[config.mk]
export PLATFORM = sky130hd
export DESIGN_NAME = mem_arbiter_flat
export DESIGN_NICKNAME = d
export VERILOG_FILES = /design/src/rtl/mem_arb_pkg.sv /design/src/rtl/mem_arbiter_if.sv /design/src/rtl/mem_arbiter.sv /design/src/flat_wrapper.sv
export SDC_FILE = /design/constraint.sdc
export NUM_CORES = 1
export LEC_CHECK = 0
export CAP_MARGIN = 40
export CORE_AREA = 2 2 120 122
export CTS_CLUSTER_SIZE = 24
export DETAILED_ROUTE_END_ITERATION = 10
export DIE_AREA = 0 0 122 124
export PLACE_DENSITY = 0.95
export SLEW_MARGIN = 25
export SYNTH_ARGS = -nofsm -noshare
export SYNTH_HDL_FRONTEND = slang
export SYNTH_SLANG_ARGS = --single-unit
[constraint.sdc]
create_clock -name clk -period 9.6 [get_ports clk]
set_input_delay 1.92 -clock clk [delete_from_list [all_inputs] [get_ports clk]]
set_output_delay 1.92 -clock clk [all_outputs]
set_load 0.005 [all_outputs]
[src/rtl/mem_arb_pkg.sv]
// Shared types for the unified memory-port arbiter: FSM states, transaction
// owner and default bus widths.
package mem_arb_pkg;

  typedef enum logic [1:0] {IDLE, ISSUE, WAIT, RESP} state_t;
  typedef enum logic {OWN_INSTR, OWN_DATA} owner_t;

  localparam int ADDR_WIDTH_DEF = 32;
  localparam int DATA_WIDTH_DEF = 32;
  localparam int BE_WIDTH_DEF   = DATA_WIDTH_DEF / 8;

endpackage

[src/rtl/mem_arbiter_if.sv]
// Single-ported memory bus: req/gnt request phase plus rvalid response phase.
// The arbiter drives the master side, the memory drives the slave side.
interface mem_arbiter_if #(
  parameter int ADDR_WIDTH = 32,
  parameter int DATA_WIDTH = 32
);
  localparam int BE_WIDTH = DATA_WIDTH / 8;

  logic                  mem_req;
  logic                  mem_we;
  logic [ADDR_WIDTH-1:0] mem_addr;
  logic [DATA_WIDTH-1:0] mem_wdata;
  logic [BE_WIDTH-1:0]   mem_be;
  logic                  mem_gnt;
  logic                  mem_rvalid;
  logic [DATA_WIDTH-1:0] mem_rdata;

  modport master (
    output mem_req, mem_we, mem_addr, mem_wdata, mem_be,
    input  mem_gnt, mem_rvalid, mem_rdata
  );

  modport slave (
    input  mem_req, mem_we, mem_addr, mem_wdata, mem_be,
    output mem_gnt, mem_rvalid, mem_rdata
  );
endinterface

[src/rtl/mem_arbiter.sv]
// Arbitrates instruction fetch and load/store onto one memory port, one
// transaction at a time; data has priority, bounded by a starvation counter.
module mem_arbiter
  import mem_arb_pkg::*;
#(
  parameter int ADDR_WIDTH = ADDR_WIDTH_DEF,
  parameter int DATA_WIDTH = DATA_WIDTH_DEF,
  parameter int STARVE_MAX = 4
) (
  input  logic                    clk,
  input  logic                    rst,
  input  logic                    i_req,
  input  logic [ADDR_WIDTH-1:0]   i_addr,
  output logic                    i_ack,
  output logic [DATA_WIDTH-1:0]   i_rdata,
  input  logic                    d_req,
  input  logic                    d_we,
  input  logic [ADDR_WIDTH-1:0]   d_addr,
  input  logic [DATA_WIDTH-1:0]   d_wdata,
  input  logic [DATA_WIDTH/8-1:0] d_be,
  output logic                    d_ack,
  output logic [DATA_WIDTH-1:0]   d_rdata,
  mem_arbiter_if.master           bus,
  output logic                    busy
);

  localparam int CW = $clog2(STARVE_MAX + 1);

  state_t        state;
  owner_t        owner;
  logic [CW-1:0] starve_cnt;
  logic          starved;
  logic          fetch_wins;

  always_comb begin
    starved    = (starve_cnt == CW'(STARVE_MAX));
    fetch_wins = i_req && (!d_req || starved);
  end

  always_ff @(posedge clk or posedge rst) begin
    if (rst) begin
      state         <= IDLE;
      owner         <= OWN_DATA;
      starve_cnt    <= '0;
      busy          <= 1'b0;
      i_ack         <= 1'b0;
      d_ack         <= 1'b0;
      i_rdata       <= '0;
      d_rdata       <= '0;
      bus.mem_req   <= 1'b0;
      bus.mem_we    <= 1'b0;
      bus.mem_addr  <= '0;
      bus.mem_wdata <= '0;
      bus.mem_be    <= '0;
    end else begin
      i_ack <= 1'b0;
      d_ack <= 1'b0;
      case (state)
        IDLE: begin
          if (i_req || d_req) begin
            state       <= ISSUE;
            busy        <= 1'b1;
            bus.mem_req <= 1'b1;
            if (fetch_wins) begin
              owner         <= OWN_INSTR;
              bus.mem_we    <= 1'b0;
              bus.mem_addr  <= i_addr;
              bus.mem_wdata <= '0;
              bus.mem_be    <= '1;
              starve_cnt    <= '0;
            end else begin
              owner         <= OWN_DATA;
              bus.mem_we    <= d_we;
              bus.mem_addr  <= d_addr;
              bus.mem_wdata <= d_wdata;
              bus.mem_be    <= d_be;
              // Only count grants that actually made a pending fetch wait.
              if (i_req && !starved)
                starve_cnt <= starve_cnt + CW'(1);
            end
          end
        end
        ISSUE: begin
          if (bus.mem_gnt) begin
            bus.mem_req <= 1'b0;
            state       <= WAIT;
          end
        end
        WAIT: begin
          if (bus.mem_rvalid) begin
            state <= RESP;
            if (owner == OWN_INSTR) begin
              i_rdata <= bus.mem_rdata;
              i_ack   <= 1'b1;
            end else begin
              d_rdata <= bus.mem_rdata;
              d_ack   <= 1'b1;
            end
          end
        end
        RESP: begin
          // Requests are not sampled here: the finished requester still holds req.
          state <= IDLE;
          busy  <= 1'b0;
        end
        default: begin
          state <= IDLE;
          busy  <= 1'b0;
        end
      endcase
    end
  end

endmodule
[src/flat_wrapper.sv]
// flat-port wrapper written by rule: the top's interface ports become plain ports
module mem_arbiter_flat import mem_arb_pkg::*;
#(
  parameter int ADDR_WIDTH = ADDR_WIDTH_DEF,
  parameter int DATA_WIDTH = DATA_WIDTH_DEF,
  parameter int STARVE_MAX = 4
)
  (clk, rst, i_req, i_addr, i_ack, i_rdata, d_req, d_we, d_addr, d_wdata, d_be, d_ack, d_rdata, busy, bus_mem_req, bus_mem_we, bus_mem_addr, bus_mem_wdata, bus_mem_be, bus_mem_gnt, bus_mem_rvalid, bus_mem_rdata);
  mem_arbiter_if #(.ADDR_WIDTH(ADDR_WIDTH), .DATA_WIDTH(DATA_WIDTH)) bus_i ();
  input  logic clk;
  input  logic rst;
  input  logic i_req;
  input  logic [ADDR_WIDTH-1:0] i_addr;
  output logic i_ack;
  output logic [DATA_WIDTH-1:0] i_rdata;
  input  logic d_req;
  input  logic d_we;
  input  logic [ADDR_WIDTH-1:0] d_addr;
  input  logic [DATA_WIDTH-1:0] d_wdata;
  input  logic [DATA_WIDTH/8-1:0] d_be;
  output logic d_ack;
  output logic [DATA_WIDTH-1:0] d_rdata;
  output logic busy;
  output wire logic [$bits(bus_i.mem_req)-1:0] bus_mem_req;
  output wire logic [$bits(bus_i.mem_we)-1:0] bus_mem_we;
  output wire logic [$bits(bus_i.mem_addr)-1:0] bus_mem_addr;
  output wire logic [$bits(bus_i.mem_wdata)-1:0] bus_mem_wdata;
  output wire logic [$bits(bus_i.mem_be)-1:0] bus_mem_be;
  input wire logic [$bits(bus_i.mem_gnt)-1:0] bus_mem_gnt;
  input wire logic [$bits(bus_i.mem_rvalid)-1:0] bus_mem_rvalid;
  input wire logic [$bits(bus_i.mem_rdata)-1:0] bus_mem_rdata;
  assign bus_mem_req = bus_i.mem_req;
  assign bus_mem_we = bus_i.mem_we;
  assign bus_mem_addr = bus_i.mem_addr;
  assign bus_mem_wdata = bus_i.mem_wdata;
  assign bus_mem_be = bus_i.mem_be;
  assign bus_i.mem_gnt = bus_mem_gnt;
  assign bus_i.mem_rvalid = bus_mem_rvalid;
  assign bus_i.mem_rdata = bus_mem_rdata;
  mem_arbiter #(.ADDR_WIDTH(ADDR_WIDTH), .DATA_WIDTH(DATA_WIDTH), .STARVE_MAX(STARVE_MAX)) u_core (.clk(clk), .rst(rst), .i_req(i_req), .i_addr(i_addr), .i_ack(i_ack), .i_rdata(i_rdata), .d_req(d_req), .d_we(d_we), .d_addr(d_addr), .d_wdata(d_wdata), .d_be(d_be), .d_ack(d_ack), .d_rdata(d_rdata), .bus(bus_i), .busy(busy));
endmodule
==> results by group, run 1 <==
Logic synthesis
  • Cells taking the most area after synthesis: dfrtp_1 (59%), mux2_2 (12%), nand2_1 (8.4%)
  • FFs w/ async S/R, synth: 100%
  • Syn avg cell area: 11.4 um^2
  • Most numerous cell in the Yosys netlist: dfrtp_1
  • Number of synthesized flops with an enable pin: 0
  • Area share of the largest cell type after synthesis: 58.6%
  • Syn Inst Count: 530
  • Post-Syn Area: 6070 um^2
  • Yosys warns: 0
  • Cell taking the most area after synthesis: dfrtp_1
  • Top FF cell, synth: dfrtp_1
  • Seq/Total Area, Yosys: 59.0%
  • Post-synth top cells: dfrtp_1 (142), nand2_1 (135), mux2_2 (65), nand4_1 (32), o211ai_2 (26)
  • Synthesis-stage register bit count: 143
  • Syn_nets: 675
  • Netlist cell types: 31

Pwr
  • PD cells: 315 nW/um^2
  • Maximum ir drop on the vdd rail: 0.000132 V
  • Leak Pwr: 0.00405 uW

Global routing
  • First-pass GRT wire length: 27800 um
  • Gr ovfl total: 0
  • Initial antenna violation count: 0
  • Largest net degree at the start of global routing: 67
  • GRT Overall Usage: 24.1%
  • Vias in the first global route: 5300

Worst setup path
  • FF-to-FF Start: u_core.state[0]
  • Setup crit end kind: register
  • Startpoint Class: primary input
  • Crit path DAT: 4270 ps
  • FF-to-FF setup slack: 6950 ps
  • CP required: 9900 ps
  • Critical-path maximum fanout: 39
  • FF-to-FF path depth: 7
  • Setup CP Type: primary input to register
  • R2R Path End: u_core.bus.mem_wdata[17]

Routing
  • Total iterations of the first detailed-routing run: 4
  • Count of nets left with antenna violations after detail routing: 0
  • Final wirelength: 18200 um
  • Vias per cell: 5.23
  • # DRC: 0
  • Vias: 5157
  • DRT iter0 DRCs: 288
  • WL per Instance: 18.4 um

Timing
  • Max-slew violation count: 0
  • FMAX: 0.252 GHz
  • Clk_skew: 7.97 ps
  • Final hold slack: 478 ps
  • Setup_tns: 0 ps
  • Rel. slew slack: 52.1%
  • Final hold viol count: 0
  • RSZ-0062 raised after global routing: false
  • Final setup viols: 0
  • Final period util: 41.3%
  • Worst Max-Slew Pin Slew: 719 ps
  • Period minus WS final: 3970 ps

Clocking
  • TritonCTS Sinks: 143
  • TritonCTS clock tree: built
  • Num CTS Buffers: 17
  • Hold Buf Count CTS: 0
  • Reg clk slew, reported paths: 60 ps
  • Clock Tree Root: clkbuf_16
  • Clock buffer depth: 2
  • Post-cts resize count: 0
  • H-tree depth: 4
  • Worst skew pair latency: 410 ps
  • Post-CTS Setup Bufs: 0

Min path
  • HP Class: register to register
  • Min-delay src: u_core.bus.mem_wdata[20]
  • Min-Delay Endpoint: u_core.bus.mem_wdata[20]
  • Hold path depth: 2

Finish
  • Post-route insts no fill: 986
  • Ant diodes: 0
  • Final net count: 939
  • Layout cell share with drive strength beyond 1: 16.5%
  • Area grow syn2layout: 57.0%
  • Post-route cell area: 9520 um^2
  • Fin util: 69.4%

Floorplanning
  • Die Height: 124 um
  • Die area: 15100 um^2
  • Initial Util: 44.2%
  • Die Wd: 122 um
  • I/O pins: 276
  • Core area: 13700 um^2
  • Row cnt: 43

Placed design
  • RD Place Congestion: 0.774
  • Post-DP HPWL: 13200 um
  • Placed Cells: 954
  • Post-place instance area: 8950 um^2
  • Port bufs: 275

Status
  • Status: complete, no violations

Flow run
  • Max-cap violation count: 0
## stage by stage
step / total power, uW / setup WS, ps
after floorplan: 1600 / 3840
after global placement: 2310 / 5360
after detailed placement: 2390 / 5230
after CTS: 3030 / 5660
after global routing: 3190 / 5510
final: 3000 / 5630
## critical path, cell delays in order
cell and delay [ps]:
clkdlybuf4s50_1 450, buf_4 370, o21a_2 680, buf_4 470, nand2_1 110, o21ai_0 230
## layout make-up
cell class                      count  area (um^2)
Fill cell                         976         4200
Sequential cell                   143         3580
Timing Repair Buffer              285         2860
Multi-Input combinational cell    340         2270
Clock buffer                       21          440
Tap cell                          180          225
Clock inverter                     10          116
Inverter                            7         31.3
## sequential cells by signal, summed over array words and instances (netlist names)
name and cells:
u_core.bus.mem_addr 32, u_core.d_ack 1, u_core.bus.mem_wdata 32, u_core.i_rdata 32, u_core.d_rdata 32, u_core.bus.mem_req 1, u_core.owner 1, u_core.bus.mem_we 1
u_core.starve_cnt 3, u_core.bus.mem_be 4, u_core.busy 1, u_core.state 2, u_core.i_ack 1
## worst max path at each step
| stage | from | slack [ps] | endpoint | depth (start not counted) |
|---|---|---|---|---|
| after floorplan | rst | 3840 | u_core.bus.mem_addr[0] | 1 |
| after global placement | i_req | 5360 | u_core.bus.mem_addr[28] | 6 |
| after detailed placement | i_req | 5230 | u_core.bus.mem_wdata[17] | 6 |
| after CTS | i_req | 5660 | u_core.bus.mem_wdata[17] | 6 |
| after global routing | i_req | 5510 | u_core.bus.mem_wdata[17] | 6 |
| final | i_req | 5630 | u_core.bus.mem_wdata[17] | 6 |
## cells by family (layout without fill, tap and decap cells)
group / Yosys count / in the layout / synth area share (%)
adder cells (fa/ha/maj): 6 / 6 / 1.24
multiplexers: 65 / 65 / 12.1
buffers and inverters: 47 / 323 / 3.79
AND/OR/NAND/NOR: 188 / 188 / 13.4
flip-flops: 143 / 143 / 59.0
AO/OA/AOI/OAI: 81 / 81 / 10.5
## power by group
group          switching [uW]  internal [uW]
registers                 170            897
logic                     530            779
clock network             241            380
## per-layer routing
layer	vias up	track usage (%)	share of wire, %
li1	2355	-	-
met1	2504	28.5	39
met2	255	40.2	49
met3	43	7.33	8.2
met4	0	11.5	3.6
met5	-	0	0
## layout by cell type, fill, tap and decap left out, drive strengths merged, types with 5 or more instances in the layout
master         netlist  routed
clkdlybuf4s50        0     275
o21ai               37      37
clkinv               0       6
mux2                65      65
nand4               32      32
o211ai              32      32
a21oi                5       5
clkbuf              21      21
ha                   6       6
dfrtp              142     142
nor2                11      11
nand2              135     135
buf                 19      10
inv                  7       7
Power figures use the tool's default switching activity.
==> run 2, diff against run 1 <==
--- a/config.mk
+++ b/config.mk
@@ -6,11 +6,11 @@
 export NUM_CORES = 1
 export LEC_CHECK = 0
 export CAP_MARGIN = 40
-export CORE_AREA = 2 2 120 122
+export CORE_AREA = 2 2 124 126
 export CTS_CLUSTER_SIZE = 24
 export DETAILED_ROUTE_END_ITERATION = 10
-export DIE_AREA = 0 0 122 124
-export PLACE_DENSITY = 0.95
+export DIE_AREA = 0 0 126 128
+export PLACE_DENSITY = 0.9
 export SLEW_MARGIN = 25
 export SYNTH_ARGS = -nofsm -noshare
 export SYNTH_HDL_FRONTEND = slang
==> constraint.sdc (replaced) <==
create_clock -name clk -period 3.95 [get_ports clk]
set_input_delay 0.79 -clock clk [delete_from_list [all_inputs] [get_ports clk]]
set_output_delay 0.79 -clock clk [all_outputs]
set_load 0.005 [all_outputs]
==> run 2 against run 1 <==
  * Die area increased by 6.6%
  * Largest cell class unchanged
  * Critical path type is now register to output port
  * Routed wire length decreased by 3.4%
  * Critical endpoint is now d_rdata[2]
  * Clock power increased by 140%
==> results by group, run 2 (same netlist as run 1, synthesis figures left out) <==
Floorplanning
  • Initial Util: 40.8% (was 44.2%)
  • I/O pins: 276 (unchanged)
  • Row cnt: 45 (was 43)
  • Core area: 14900 um^2 (was 13700 um^2)
  • Die Height: 128 um (was 124 um)
  • Die area: 16100 um^2 (was 15100 um^2)
  • Die Wd: 126 um (was 122 um)

Worst setup path
  • CP required: 3160 ps (was 9900 ps)
  • CP cell instances: clkdlybuf4s50_1 (was clkdlybuf4s50_1 -> buf_4 -> o21a_2 -> buf_4 -> nand2_1 -> o21ai_0)
  • Startpoint Class: register (was primary input)
  • Critical-path top delay cell: clkdlybuf4s50_1 (was o21a_2)
  • Critical-path maximum fanout: 2 (was 39)
  • FF-to-FF Start: u_core.state[0] (unchanged)
  • Top delay family on crit path: buffers and inverters (unchanged)
  • R2R Path End: u_core.bus.mem_addr[9] (was u_core.bus.mem_wdata[17])
  • FF-to-FF setup slack: 1880 ps (was 6950 ps)
  • CP bufs+invs: 1 (was 3)
  • Setup crit end kind: output port (was register)
  • Crit-path max cell delay: 570 ps (was 680 ps)
  • Crit path DAT: 1350 ps (was 4270 ps)
  • Setup CP Type: register to output port (was primary input to register)
  • FF-to-FF path depth: 7 (unchanged)

Global routing
  • Gr ovfl total: 0 (unchanged)
  • GRT Overall Usage: 22.0% (was 24.1%)
  • Initial antenna violation count: 1 (was 0)
  • First-pass GRT wire length: 28100 um (was 27800 um)
  • Vias in the first global route: 5280 (was 5300)
  • Largest net degree at the start of global routing: 140 (was 67)

Clocking
  • Clock buffer depth: 2 (unchanged)
  • Hold Buf Count CTS: 0 (unchanged)
  • H-tree depth: 4 (unchanged)
  • Post-CTS Setup Bufs: 0 (unchanged)
  • Reg clk slew, reported paths: 60 ps (about the same)
  • Worst skew pair latency: 410 ps (about the same)
  • Num CTS Buffers: 17 (unchanged)
  • Post-cts resize count: 0 (unchanged)
  • TritonCTS Sinks: 143 (unchanged)
  • TritonCTS clock tree: built (unchanged)
  • Clock Tree Root: clkbuf_16 (unchanged)

Placed design
  • Post-DP HPWL: 11900 um (was 13200 um)
  • RD Place Congestion: 0.758 (was 0.774)
  • Port bufs: 275 (unchanged)
  • Pre-CTS setup slack: 1170 ps (was 5230 ps)
  • Post-place instance area: 8980 um^2 (was 8950 um^2)

Routing
  • Final wirelength: 17500 um (was 18200 um)
  • Count of nets left with antenna violations after detail routing: 0 (unchanged)
  • DRT iter0 DRCs: 298 (was 288)
  • Vias: 5042 (was 5157)
  • WL per Instance: 17.6 um (was 18.4 um)
  • # DRC: 0 (unchanged)
  • Total iterations of the first detailed-routing run: 5 (was 4)
  • Vias per cell: 5.06 (was 5.23)

Timing
  • Rel. slew slack: 49.8% (was 52.1%)
  • Final hold viol count: 0 (unchanged)
  • Final period util: 54.1%
  • Period minus WS final: 2140 ps
  • Max-slew violation count: 0 (unchanged)
  • Final hold slack: 482 ps (was 478 ps)
  • Final setup margin: 1810 ps (was 5630 ps)
  • Clk_skew: 6.13 ps (was 7.97 ps)
  • Worst Max-Slew Pin Slew: 753 ps (was 719 ps)
  • Setup_tns: 0 ps (unchanged)
  • RSZ-0062 raised after global routing: false (unchanged)
  • FMAX: 0.468 GHz
  • Final setup viols: 0 (unchanged)

Pwr
  • Maximum ir drop on the vdd rail: 0.000365 V (was 0.000132 V)
  • PD cells: 761 nW/um^2 (was 315 nW/um^2)
  • Leak Pwr: 0.00405 uW (about the same)

Status
  • Status: complete, no violations (unchanged)

Min path
  • Hold path depth: 2 (unchanged)
  • HP Class: register to register (unchanged)
  • Min-delay src: u_core.bus.mem_wdata[17] (was u_core.bus.mem_wdata[20])
  • Min-Delay Endpoint: u_core.bus.mem_wdata[17] (was u_core.bus.mem_wdata[20])

Flow run
  • Max-cap violation count: 0 (unchanged)

Finish
  • Layout cell share with drive strength beyond 1: 17.3% (was 16.5%)
  • Filler Cell Count: 1135 (was 976)
  • Highest-count cells in the layout ignoring fill and taps: clkdlybuf4s50_1 (275), dfrtp_1 (142), nand2_1 (135) (unchanged)
  • Final net count: 940 (was 939)
  • Post-route cell area: 9560 um^2 (was 9520 um^2)
  • Area of the multi-input gates: 2270 um^2 (about the same)
  • Area grow syn2layout: 57.6% (was 57.0%)
  • FF/Latch Area: 3580 um^2 (unchanged)
  • Commonest non-fill, non-tap cell in the layout: clkdlybuf4s50_1 (unchanged)
==> run 2: cell types whose count changed in the layout (fill, tap and decap cells not counted), moves of 2 or more <==
cell        change
clkbuf_1        -4
inv_6           +4
buf_12          +3
clkinvlp_4      +3
bufinv_16       -2
clkinv_2        -2
inv_8           +2
==> run 2: final cells by class <==
type,count,area share (%)
flip-flops and latches,143,37.4
diodes,1,0.0262
clock inverters,15,1.33
multi-input cells,340,23.8
well taps,188,2.46
clock buffers,17,4.45
inverters,7,0.314
repair buffers,286,30.2
==> run 2: where the power goes <==
| part | total (uW) | internal, uW | switching (uW) | leakage [uW] |
|---|---|---|---|---|
| Combinational | 3200 | 1920 | 1280 | 0.00205 |
| Sequential | 2580 | 2180 | 403 | 0.00175 |
| Clock | 1490 | 823 | 671 | 0.000261 |
| Total | 7270 | 4920 | 2350 | 0.00405 |
==> run 2: how the worst max path moves through the flow <==
stage	cells after the start	end	startpoint
global route	7	u_core.bus.mem_addr[3]	u_core.state[1]
finish	1	d_rdata[2]	u_core.d_rdata[2]
global placement	3	u_core.d_rdata[16]	bus_mem_rvalid
CTS	4	u_core.bus.mem_wdata[16]	d_req
floorplan	1	u_core.bus.mem_addr[0]	rst
detailed placement	4	u_core.bus.mem_wdata[20]	d_req
==> run 2: stage by stage <==
step	power, uW	utilization [%]	std cells
floorplan	3900	-	530
global placement	5650	60.3	962
detailed placement	5800	60.4	963
CTS	7340	64.2	995
global route	7740	64.3	996
finish	7270	64.3	997
==> run 2: layer usage <==
metal	up-vias	GRT usage, %	routed length [um]
met4	0	5.62	232
met2	230	37.3	8580
met1	2428	27.8	7530
met5	-	0	0
met3	20	6.59	1200
li1	2364	-	-
